`src/rtl/stepper_pkg.sv`:
```
// Shared types and coil pattern tables for the stepper ramp controller.
// The pattern lookup is shared by the phase generator and anything decoding the index.
package stepper_pkg;

    typedef enum logic [0:0] {
        StIdle,
        StRun
    } state_e;

    // Half-step: 8 phases alternating one and two coils on. Full-step: idx[2:1], two coils on.
    function automatic logic [3:0] coil_pattern(input logic [2:0] idx, input logic half);
        logic [3:0] pat;
        pat = 4'b0000;
        if (half) begin
            case (idx)
                3'd0: pat = 4'b1000;
                3'd1: pat = 4'b1100;
                3'd2: pat = 4'b0100;
                3'd3: pat = 4'b0110;
                3'd4: pat = 4'b0010;
                3'd5: pat = 4'b0011;
                3'd6: pat = 4'b0001;
                default: pat = 4'b1001;
            endcase
        end else begin
            case (idx[2:1])
                2'd0: pat = 4'b1100;
                2'd1: pat = 4'b0110;
                2'd2: pat = 4'b0011;
                default: pat = 4'b1001;
            endcase
        end
        return pat;
    endfunction

endpackage

```
`src/rtl/stepper_phase_gen.sv`:
```
// 3-bit phase index with mod-8 wrap; advances by 1 (half) or 2 (full) per step.
// Produces the coil pattern for the current index and mode.
module stepper_phase_gen
    import stepper_pkg::*;
(
    input  logic       clk_i,
    input  logic       rst_i,
    input  logic       step_i,
    input  logic       dir_i,
    input  logic       half_i,
    input  logic       clr_bit0_i,
    output logic [3:0] pattern_o
);

    logic [2:0] idx_q, idx_d;
    logic [2:0] inc;

    always_comb begin
        inc   = half_i ? 3'd1 : 3'd2;
        idx_d = idx_q;
        if (clr_bit0_i) begin
            idx_d = {idx_q[2:1], 1'b0};
        end else if (step_i) begin
            idx_d = dir_i ? idx_q + inc : idx_q - inc;
        end
    end

    always_ff @(posedge clk_i) begin
        if (rst_i) begin
            idx_q <= 3'd0;
        end else begin
            idx_q <= idx_d;
        end
    end

    assign pattern_o = coil_pattern(idx_q, half_i);

endmodule

```
`src/rtl/stepper_ramp_ctrl.sv`:
```
// Single-axis stepper controller: accepts a move command and issues steps with a
// trapezoidal period ramp between START_TICKS and MIN_TICKS, tracking signed position.
module stepper_ramp_ctrl
    import stepper_pkg::*;
#(
    parameter int unsigned CLK_HZ      = 125_000_000,
    parameter int unsigned STEP_W      = 16,
    parameter int unsigned POS_W       = 24,
    parameter int unsigned TICK_W      = 24,
    parameter int unsigned START_TICKS = 416_666,
    parameter int unsigned MIN_TICKS   = 125_000,
    parameter int unsigned DELTA_TICKS = 2_000
) (
    input  logic              clk,
    input  logic              rst,
    input  logic              cmd_valid,
    output logic              cmd_ready,
    input  logic [STEP_W-1:0] cmd_steps,
    input  logic              cmd_dir,
    input  logic              cmd_half,
    input  logic              abort,
    input  logic              hold_en,
    output logic [3:0]        coils,
    output logic              step_strobe,
    output logic              busy,
    output logic              done,
    output logic [POS_W-1:0]  position
);

    if (MIN_TICKS > START_TICKS || CLK_HZ == 0) begin : g_param_check
        $error("stepper_ramp_ctrl: MIN_TICKS must not exceed START_TICKS");
    end

    localparam logic [TICK_W-1:0] StartT = TICK_W'(START_TICKS);
    localparam logic [TICK_W-1:0] MinT   = TICK_W'(MIN_TICKS);
    localparam logic [TICK_W-1:0] DeltaT = TICK_W'(DELTA_TICKS);

    state_e            state_q, state_d;
    logic [TICK_W-1:0] period_q, period_d;
    logic [TICK_W-1:0] cnt_q, cnt_d;
    logic [STEP_W-1:0] rem_q, rem_d;
    logic [STEP_W-1:0] rs_q, rs_d;
    logic              dir_q, dir_d;
    logic              half_q, half_d;
    logic              strobe_q, strobe_d;
    logic              done_q, done_d;
    logic [POS_W-1:0]  pos_q, pos_d;

    logic              accept;
    logic              step;
    logic              clr_bit0;
    logic [STEP_W-1:0] rem_after;
    logic [POS_W-1:0]  step_mag;
    logic [3:0]        pattern;

    always_comb begin
        state_d   = state_q;
        period_d  = period_q;
        cnt_d     = cnt_q;
        rem_d     = rem_q;
        rs_d      = rs_q;
        dir_d     = dir_q;
        half_d    = half_q;
        strobe_d  = 1'b0;
        done_d    = 1'b0;
        pos_d     = pos_q;
        step      = 1'b0;
        clr_bit0  = 1'b0;
        accept    = cmd_valid && (state_q == StIdle);
        rem_after = rem_q - 1'b1;
        step_mag  = half_q ? POS_W'(1) : POS_W'(2);

        case (state_q)
            StIdle: begin
                if (accept) begin
                    dir_d    = cmd_dir;
                    half_d   = cmd_half;
                    clr_bit0 = !cmd_half;
                    period_d = StartT;
                    cnt_d    = TICK_W'(1);
                    rs_d     = '0;
                    rem_d    = cmd_steps;
                    if (cmd_steps == '0) begin
                        done_d = 1'b1;
                    end else begin
                        state_d = StRun;
                    end
                end
            end
            StRun: begin
                // Abort wins over a step that falls due on the same edge.
                if (abort || rem_q == '0) begin
                    state_d = StIdle;
                    done_d  = 1'b1;
                end else if (cnt_q >= period_q) begin
                    step     = 1'b1;
                    strobe_d = 1'b1;
                    cnt_d    = TICK_W'(1);
                    rem_d    = rem_after;
                    pos_d    = dir_q ? pos_q + step_mag : pos_q - step_mag;
                    if (rem_after <= rs_q) begin
                        period_d = (StartT - period_q <= DeltaT) ? StartT : period_q + DeltaT;
                        rs_d     = (rs_q == '0) ? '0 : rs_q - 1'b1;
                    end else if (period_q > MinT) begin
                        period_d = (period_q - MinT <= DeltaT) ? MinT : period_q - DeltaT;
                        rs_d     = rs_q + 1'b1;
                    end
                end else begin
                    cnt_d = cnt_q + 1'b1;
                end
            end
            default: state_d = StIdle;
        endcase
    end

    always_ff @(posedge clk) begin
        if (rst) begin
            state_q  <= StIdle;
            period_q <= StartT;
            cnt_q    <= '0;
            rem_q    <= '0;
            rs_q     <= '0;
            dir_q    <= 1'b0;
            half_q   <= 1'b1;
            strobe_q <= 1'b0;
            done_q   <= 1'b0;
            pos_q    <= '0;
        end else begin
            state_q  <= state_d;
            period_q <= period_d;
            cnt_q    <= cnt_d;
            rem_q    <= rem_d;
            rs_q     <= rs_d;
            dir_q    <= dir_d;
            half_q   <= half_d;
            strobe_q <= strobe_d;
            done_q   <= done_d;
            pos_q    <= pos_d;
        end
    end

    stepper_phase_gen u_phase_gen (
        .clk_i      (clk),
        .rst_i      (rst),
        .step_i     (step),
        .dir_i      (dir_q),
        .half_i     (half_q),
        .clr_bit0_i (clr_bit0),
        .pattern_o  (pattern)
    );

    assign busy        = (state_q == StRun);
    assign cmd_ready   = (state_q == StIdle);
    assign coils       = (busy || hold_en) ? pattern : 4'b0000;
    assign step_strobe = strobe_q;
    assign done        = done_q;
    assign position    = pos_q;

endmodule

```
`config.mk`:
```
export PLATFORM = sky130hd
export DESIGN_NAME = stepper_ramp_ctrl
export DESIGN_NICKNAME = d
export VERILOG_FILES = /design/src/rtl/stepper_pkg.sv /design/src/rtl/stepper_phase_gen.sv /design/src/rtl/stepper_ramp_ctrl.sv
export SDC_FILE = /design/constraint.sdc
export NUM_CORES = 1
export LEC_CHECK = 0
export CORE_MARGIN = 3
export CORE_UTILIZATION = 40
export CTS_BUF_LIST = sky130_fd_sc_hd__clkbuf_2 sky130_fd_sc_hd__clkbuf_4 sky130_fd_sc_hd__clkbuf_8
export DETAILED_ROUTE_END_ITERATION = 10
export PLACE_DENSITY = 0.68
export SLEW_MARGIN = 20
export SYNTH_ARGS = -nofsm -noshare
export SYNTH_HDL_FRONTEND = slang
export SYNTH_SLANG_ARGS = --single-unit
export TNS_END_PERCENT = 5
```
`constraint.sdc`:
```
create_clock -name clk -period 3.9 [get_ports clk]
set_input_delay 0.78 -clock clk [delete_from_list [all_inputs] [get_ports clk]]
set_output_delay 0.78 -clock clk [all_outputs]
set_load 0.01 [all_outputs]
```
; ---- Word level (Yosys, flattened, before mapping)
; Index checks and enable logic that the tools add are counted.
[classes]
reduce_logical = 16
n_addsub = 12
n_eq_ne = 12
mux = 44
magnitude_cmp = 5
bitwise_logic = 3
[op_table]
columns = op, count
row1 = $mux W24, 11
row2 = $mux W16, 9
row3 = $pmux W24 S2, 2
row4 = $pmux W16 S2, 2
row5 = $le A24 B11 Y1 const B, 2
row6 = $logic_not A16 Y1, 3
row7 = $sub A16 B1 Y16 const B, 2
row8 = $pmux W4 S7, 1
row9 = $add A24 B1 Y24 const B, 1
row10 = $add A24 B11 Y24 const B, 1
row11 = $add A24 B2 Y24, 1
row12 = $ge A24 B24 Y1, 1
row13 = $gt A24 B17 Y1 const B, 1
row14 = $sub A19 B24 Y24 const A, 1
row15 = $sub A24 B11 Y24 const B, 1
row16 = $sub A24 B17 Y24 const B, 1
row17 = $sub A24 B2 Y24, 1
row18 = $add A16 B1 Y16 const B, 1
row19 = $le A16 B16 Y1, 1
row20 = $pmux W4 S3, 1
row21 = $mux W1, 11
row22 = $eq A3 B3 Y1 const B, 3
row23 = $mux W4, 2
row24 = $eq A3 B2 Y1 const B, 2
row25 = 21 further kinds, 30
[word_totals]
regBits = 112
out_inout_bits = 32
input_bits = 23

; ---- Logic depth before layout (Yosys ltp)
[logic_depth]
ltp_word = 8
mapped_depth = 18
ltp_nobuf = 16

; ---- Hierarchy
; A second synthesis with hierarchy kept.
[unflattened]
cells_unflattened = 1208
hier_area_um2 = 9135.0
[modules_own_cells]
columns = mod, cells_each, area_per_inst_um2, instances
row1 = stepper_ramp_ctrl, 1173, 8833.5, 1
row2 = stepper_phase_gen, 35, 301.5, 1

; ---- Worst setup path after synthesis
; No wires, ideal clock.
[synth_timing]
path_type = reg2reg
from = register rem_q[0]
to = register period_q[7]
path_stages_with_launch = 18
period_less_slack_ns = 4.222
required_ns = 3.746
setup_time_ns = 0.154
arrival_ns = 4.068
setup_slack_ns = -0.322
path_buffers = 3
cell_sequence = dfxtp_1 -> or4_1 -> nor2_1 -> nand3_1 -> or2_2 -> nor3_1 -> xor2_1 -> ha_1 -> nand4_1 -> nor2_1 -> o21ai_0 -> a21oi_1 -> clkbuf_1 -> clkbuf_1 -> clkbuf_1 -> nor2_1 -> a311oi_1 -> a32oi_1
[synth_between]
elab_chain_cells = 6
word_cells_on_any_way = 11
classes_between = add/sub: 1 / order compare: 1 / eq/ne: 2 / mux: 4 / reduce/logical: 3
[synth_rtl]
columns = element, line
row1 = "start, declared", stepper_ramp_ctrl.sv:41  ; logic [STEP_W-1:0] rem_q, rem_d;
row2 = "start signal, assigned", stepper_ramp_ctrl.sv:132  ; rem_q <= rem_d;
row3 = $sub A16 B1 Y16, stepper_ramp_ctrl.sv:70  ; rem_after = rem_q - 1'b1;
row4 = $le A16 B16 Y1, stepper_ramp_ctrl.sv:101  ; if (rem_after <= rs_q) begin
row5 = $mux W24, stepper_ramp_ctrl.sv:101
row6 = $mux W24, stepper_ramp_ctrl.sv:95  ; end else if (cnt_q >= period_q) begin
row7 = $mux W24, stepper_ramp_ctrl.sv:92  ; if (abort || rem_q == '0) begin
row8 = $pmux W24 S2, stepper_ramp_ctrl.sv:73  ; case (state_q)
row9 = "end signal, assigned", stepper_ramp_ctrl.sv:119  ; period_q <= StartT;
row10 = "end signal, assigned", stepper_ramp_ctrl.sv:130  ; period_q <= period_d;
row11 = "end, declared", stepper_ramp_ctrl.sv:39  ; logic [TICK_W-1:0] period_q, period_d;
; Several ways; a longest one is shown, not always the timed one. The select of a mux whose other input is x is not followed.
; A chain may end at the register's enable or synchronous reset.

; ---- Final worst setup path
[layout_timing]
from = register rem_q[0]
to = register period_q[5]
; Same word-level chain as after synthesis.

==> impl_metrics.env <==
export IMPL_ant_nets=0
export IMPL_fmax_mhz=263
export IMPL_ios=55
export IMPL_cts_hold_fix_buffers=0
export IMPL_outcome="complete, no violations"
export IMPL_grt_pass1_wl_um=42000
export IMPL_required_ps=4200
export IMPL_synthTopCellsByCount="nor2_1, dfxtp_1, nand2_1, a21oi_1, ha_1"
export IMPL_floorplan_die_area_sq_um=24500
export IMPL_start_util=0.411
export IMPL_p_clk_frac=0.220
export IMPL_syn_mean_instance_area_sq_um=7.61
export IMPL_vias_per_cell=5.90
export IMPL_tns_ps=0
export IMPL_firstDrtPassIters=7
export IMPL_drive_gt1_frac=0.106
export IMPL_reg2regPathDepth=16
export IMPL_comb_power_share=0.446
export IMPL_p_sw_mw=1.38
export IMPL_final_cells=1539
export IMPL_place_area_sq_um=10200
export IMPL_die_y_um=156
export IMPL_dp_cells=1520
export IMPL_dpl_hpwl_um=18500
export IMPL_hold_path_class="reg -> reg"
export IMPL_path_class="reg -> reg"
export IMPL_relSlewSlack=0.345
export IMPL_synth_fp_nets=1290
export IMPL_setup_viol=0
export IMPL_cts_max_level=3
export IMPL_core_sq_um=22000
export IMPL_diodes=0
export IMPL_maxCapViolCount=0
export IMPL_tightest_slew_ps=982
export IMPL_cts_made_buffers=9
export IMPL_hold_violations=0
export IMPL_syn2layout_area_growth_pct=16.2
export IMPL_grtUsageTotal=0.203
export IMPL_skew_ps=18.1
export IMPL_synthTopCellsByArea="dfxtp_1, ha_1, nor2_1"
export IMPL_drcViolationCount=0
export IMPL_cts_root_buffer="clkbuf_8"
export IMPL_report_final_slew_viol_count=0
export IMPL_fill_cells=2177
export IMPL_path_clk_slew_ps=110
export IMPL_grt_overflow_total=0
export IMPL_yosysTopAreaCell="dfxtp_1"
export IMPL_rsz0062_at_grt="yes"
export IMPL_intPower_mw=2.20
export IMPL_critical_path_arrival_ps=4110
export IMPL_clk_path_buf_depth=2
export IMPL_grt_pass1_vias=8386
export IMPL_leakage_nw=4.29
export IMPL_clock_latency_ps=410
export IMPL_vias=9075
export IMPL_place_congestion=0.923
export IMPL_wl_um=25200
export IMPL_ys_seq_area_frac=0.243
export IMPL_synth_edff_count=0
export IMPL_async_flop_share=0
export IMPL_cts_tree="yes"
export IMPL_p_seq_frac=0.334
export IMPL_final_nets=1356
export IMPL_final_area_sq_um=10500
export IMPL_p_sw_frac=0.386
export IMPL_synthCells=1188
export IMPL_synth_warnings=0
export IMPL_routedWlPerCell_um=16.4
export IMPL_synth_most_common_cell="nor2_1"
export IMPL_whs_path_depth=2
export IMPL_cp_max_fo=7
export IMPL_die_w_um=156
export IMPL_grt_max_degree=88
export IMPL_ys_ff_latch=110
export IMPL_ir_drop_mv=0.221
export IMPL_synth_top_area_frac=0.243
export IMPL_std_cell_rows=54
export IMPL_cp_end_kind="flop"
export IMPL_period_share=0.976
export IMPL_syn_cell_area_sq_um=9050
export IMPL_min_period_ps=3810
export IMPL_worstSetupStartpointType="flop"
export IMPL_antenna_found_initial=0
export IMPL_powerDensity_nw_per_um2=340
export IMPL_synth_cell_type_count=88
export IMPL_drt_iter0_markers=858
export IMPL_synth_main_ff_cell="dfxtp_1"
export IMPL_clkSinkCount=110
export IMPL_port_buffers=54
==> cell families after synthesis <==
| logic type | synth area share |
|---|---|
| AND/OR/NAND/NOR | 0.250 |
| XOR/XNOR | 0.0562 |
| adder cells (fa/ha/maj) | 0.111 |
| flip-flops | 0.243 |
| multiplexers | 0.0212 |
| buffers and inverters | 0.0597 |
| AO/OA/AOI/OAI | 0.258 |
==> placed cells by master, fill, tap and decap left out, drive strengths merged, types with 6 or more instances in the layout <==
cell           count
clkbuf            11
o211ai            11
o21ai             71
xnor2             28
xor2              30
buf               66
clkdlybuf4s50     53
o31ai             10
o21a               8
nor4              16
or2                6
or3               14
nor3              28
nand2b             6
nand3             48
a21oi             93
o31a               6
or4                6
a221o              6
nor4b              7
and3              26
nor2             131
and4               8
a21o              20
nand4             30
a31oi             17
ha                77
nor2b              8
o221ai             7
and2              12
nand2            100
inv               62
a211oi            17
a22oi              7
a31o               6
dfxtp            110
mux2i             18
a22o               8
o41ai             11
==> flip-flops by register name, indices dropped and copies added, names as in the netlist <==
signal	flops
busy	1
dir_q	1
cnt_q	24
done	1
rs_q	16
half_q	1
step_strobe	1
rem_q	16
period_q	22
u_phase_gen.idx_q	3
position	24
==> final timing paths <==
path	start	endpoint	slack, ps
min reg2reg	rem_q[8]	rem_q[8]	470
max	rem_q[0]	period_q[5]	90
max reg2reg	rem_q[0]	period_q[5]	90
min	rem_q[8]	rem_q[8]	470
==> worst max-delay path: stages (launching register included) <==
cell      delay, ps
dfxtp_1         330
or4_4           550
nor2_4          130
nand3_2         100
buf_4           180
nor3_2          150
xor2_1          260
ha_1            300
a21oi_1         160
a21oi_1         110
a211oi_4        230
a21o_1          260
nand4_1         160
o21ai_4         260
nor3_1           80
buf_4           210
a32o_1          240
==> per-stage QoR <==
step            util  power, mW  worst slack, ps  hold WS, ps
6_report       0.477       3.58             91.9          472
5_1_grt        0.477       3.82             -111          505
4_1_cts        0.473       3.53             1.18          471
3_5_place_dp   0.462       2.70            -71.2          455
3_3_place_gp   0.462       2.68            -43.6          445
2_1_floorplan      -       2.26             10.9          421
==> what timing repair did <==
action                     in CTS  in global routing
gates resized for setup         8                 15
setup endpoints to repair      19                 38
pin swaps                       6                 10
buffers inserted                1                  2
==> metal layers <==
metal,vias to the layer above,global-route usage,wire [um]
met2,233,0.327,11800
met3,22,0.0274,1190
met1,4297,0.290,11900
met4,0,0.0429,309
li1,4523,-,-
met5,-,0,0
==> power by group through the flow <==
stage | Clock, mW | Combinational, mW | Sequential [mW]
final | 0.788 | 1.60 | 1.20
after global routing | 0.857 | 1.76 | 1.20
after CTS | 0.819 | 1.52 | 1.19
after detailed placement | 0 | 1.49 | 1.22
after global placement | 0 | 1.46 | 1.22
after floorplan | 0 | 1.06 | 1.20
==> layout make-up <==
cell class                      count  area (sq um)  area share
Sequential cell                   110          2200       0.209
Timing Repair Buffer              119          1070       0.102
Clock buffer                       11           145      0.0138
Inverter                           60           225      0.0214
Clock inverter                      5          75.1     0.00714
Tap cell                          280           350      0.0333
Multi-Input combinational cell    954          6450       0.613
Note: power is estimated with default switching activity, not from simulation.
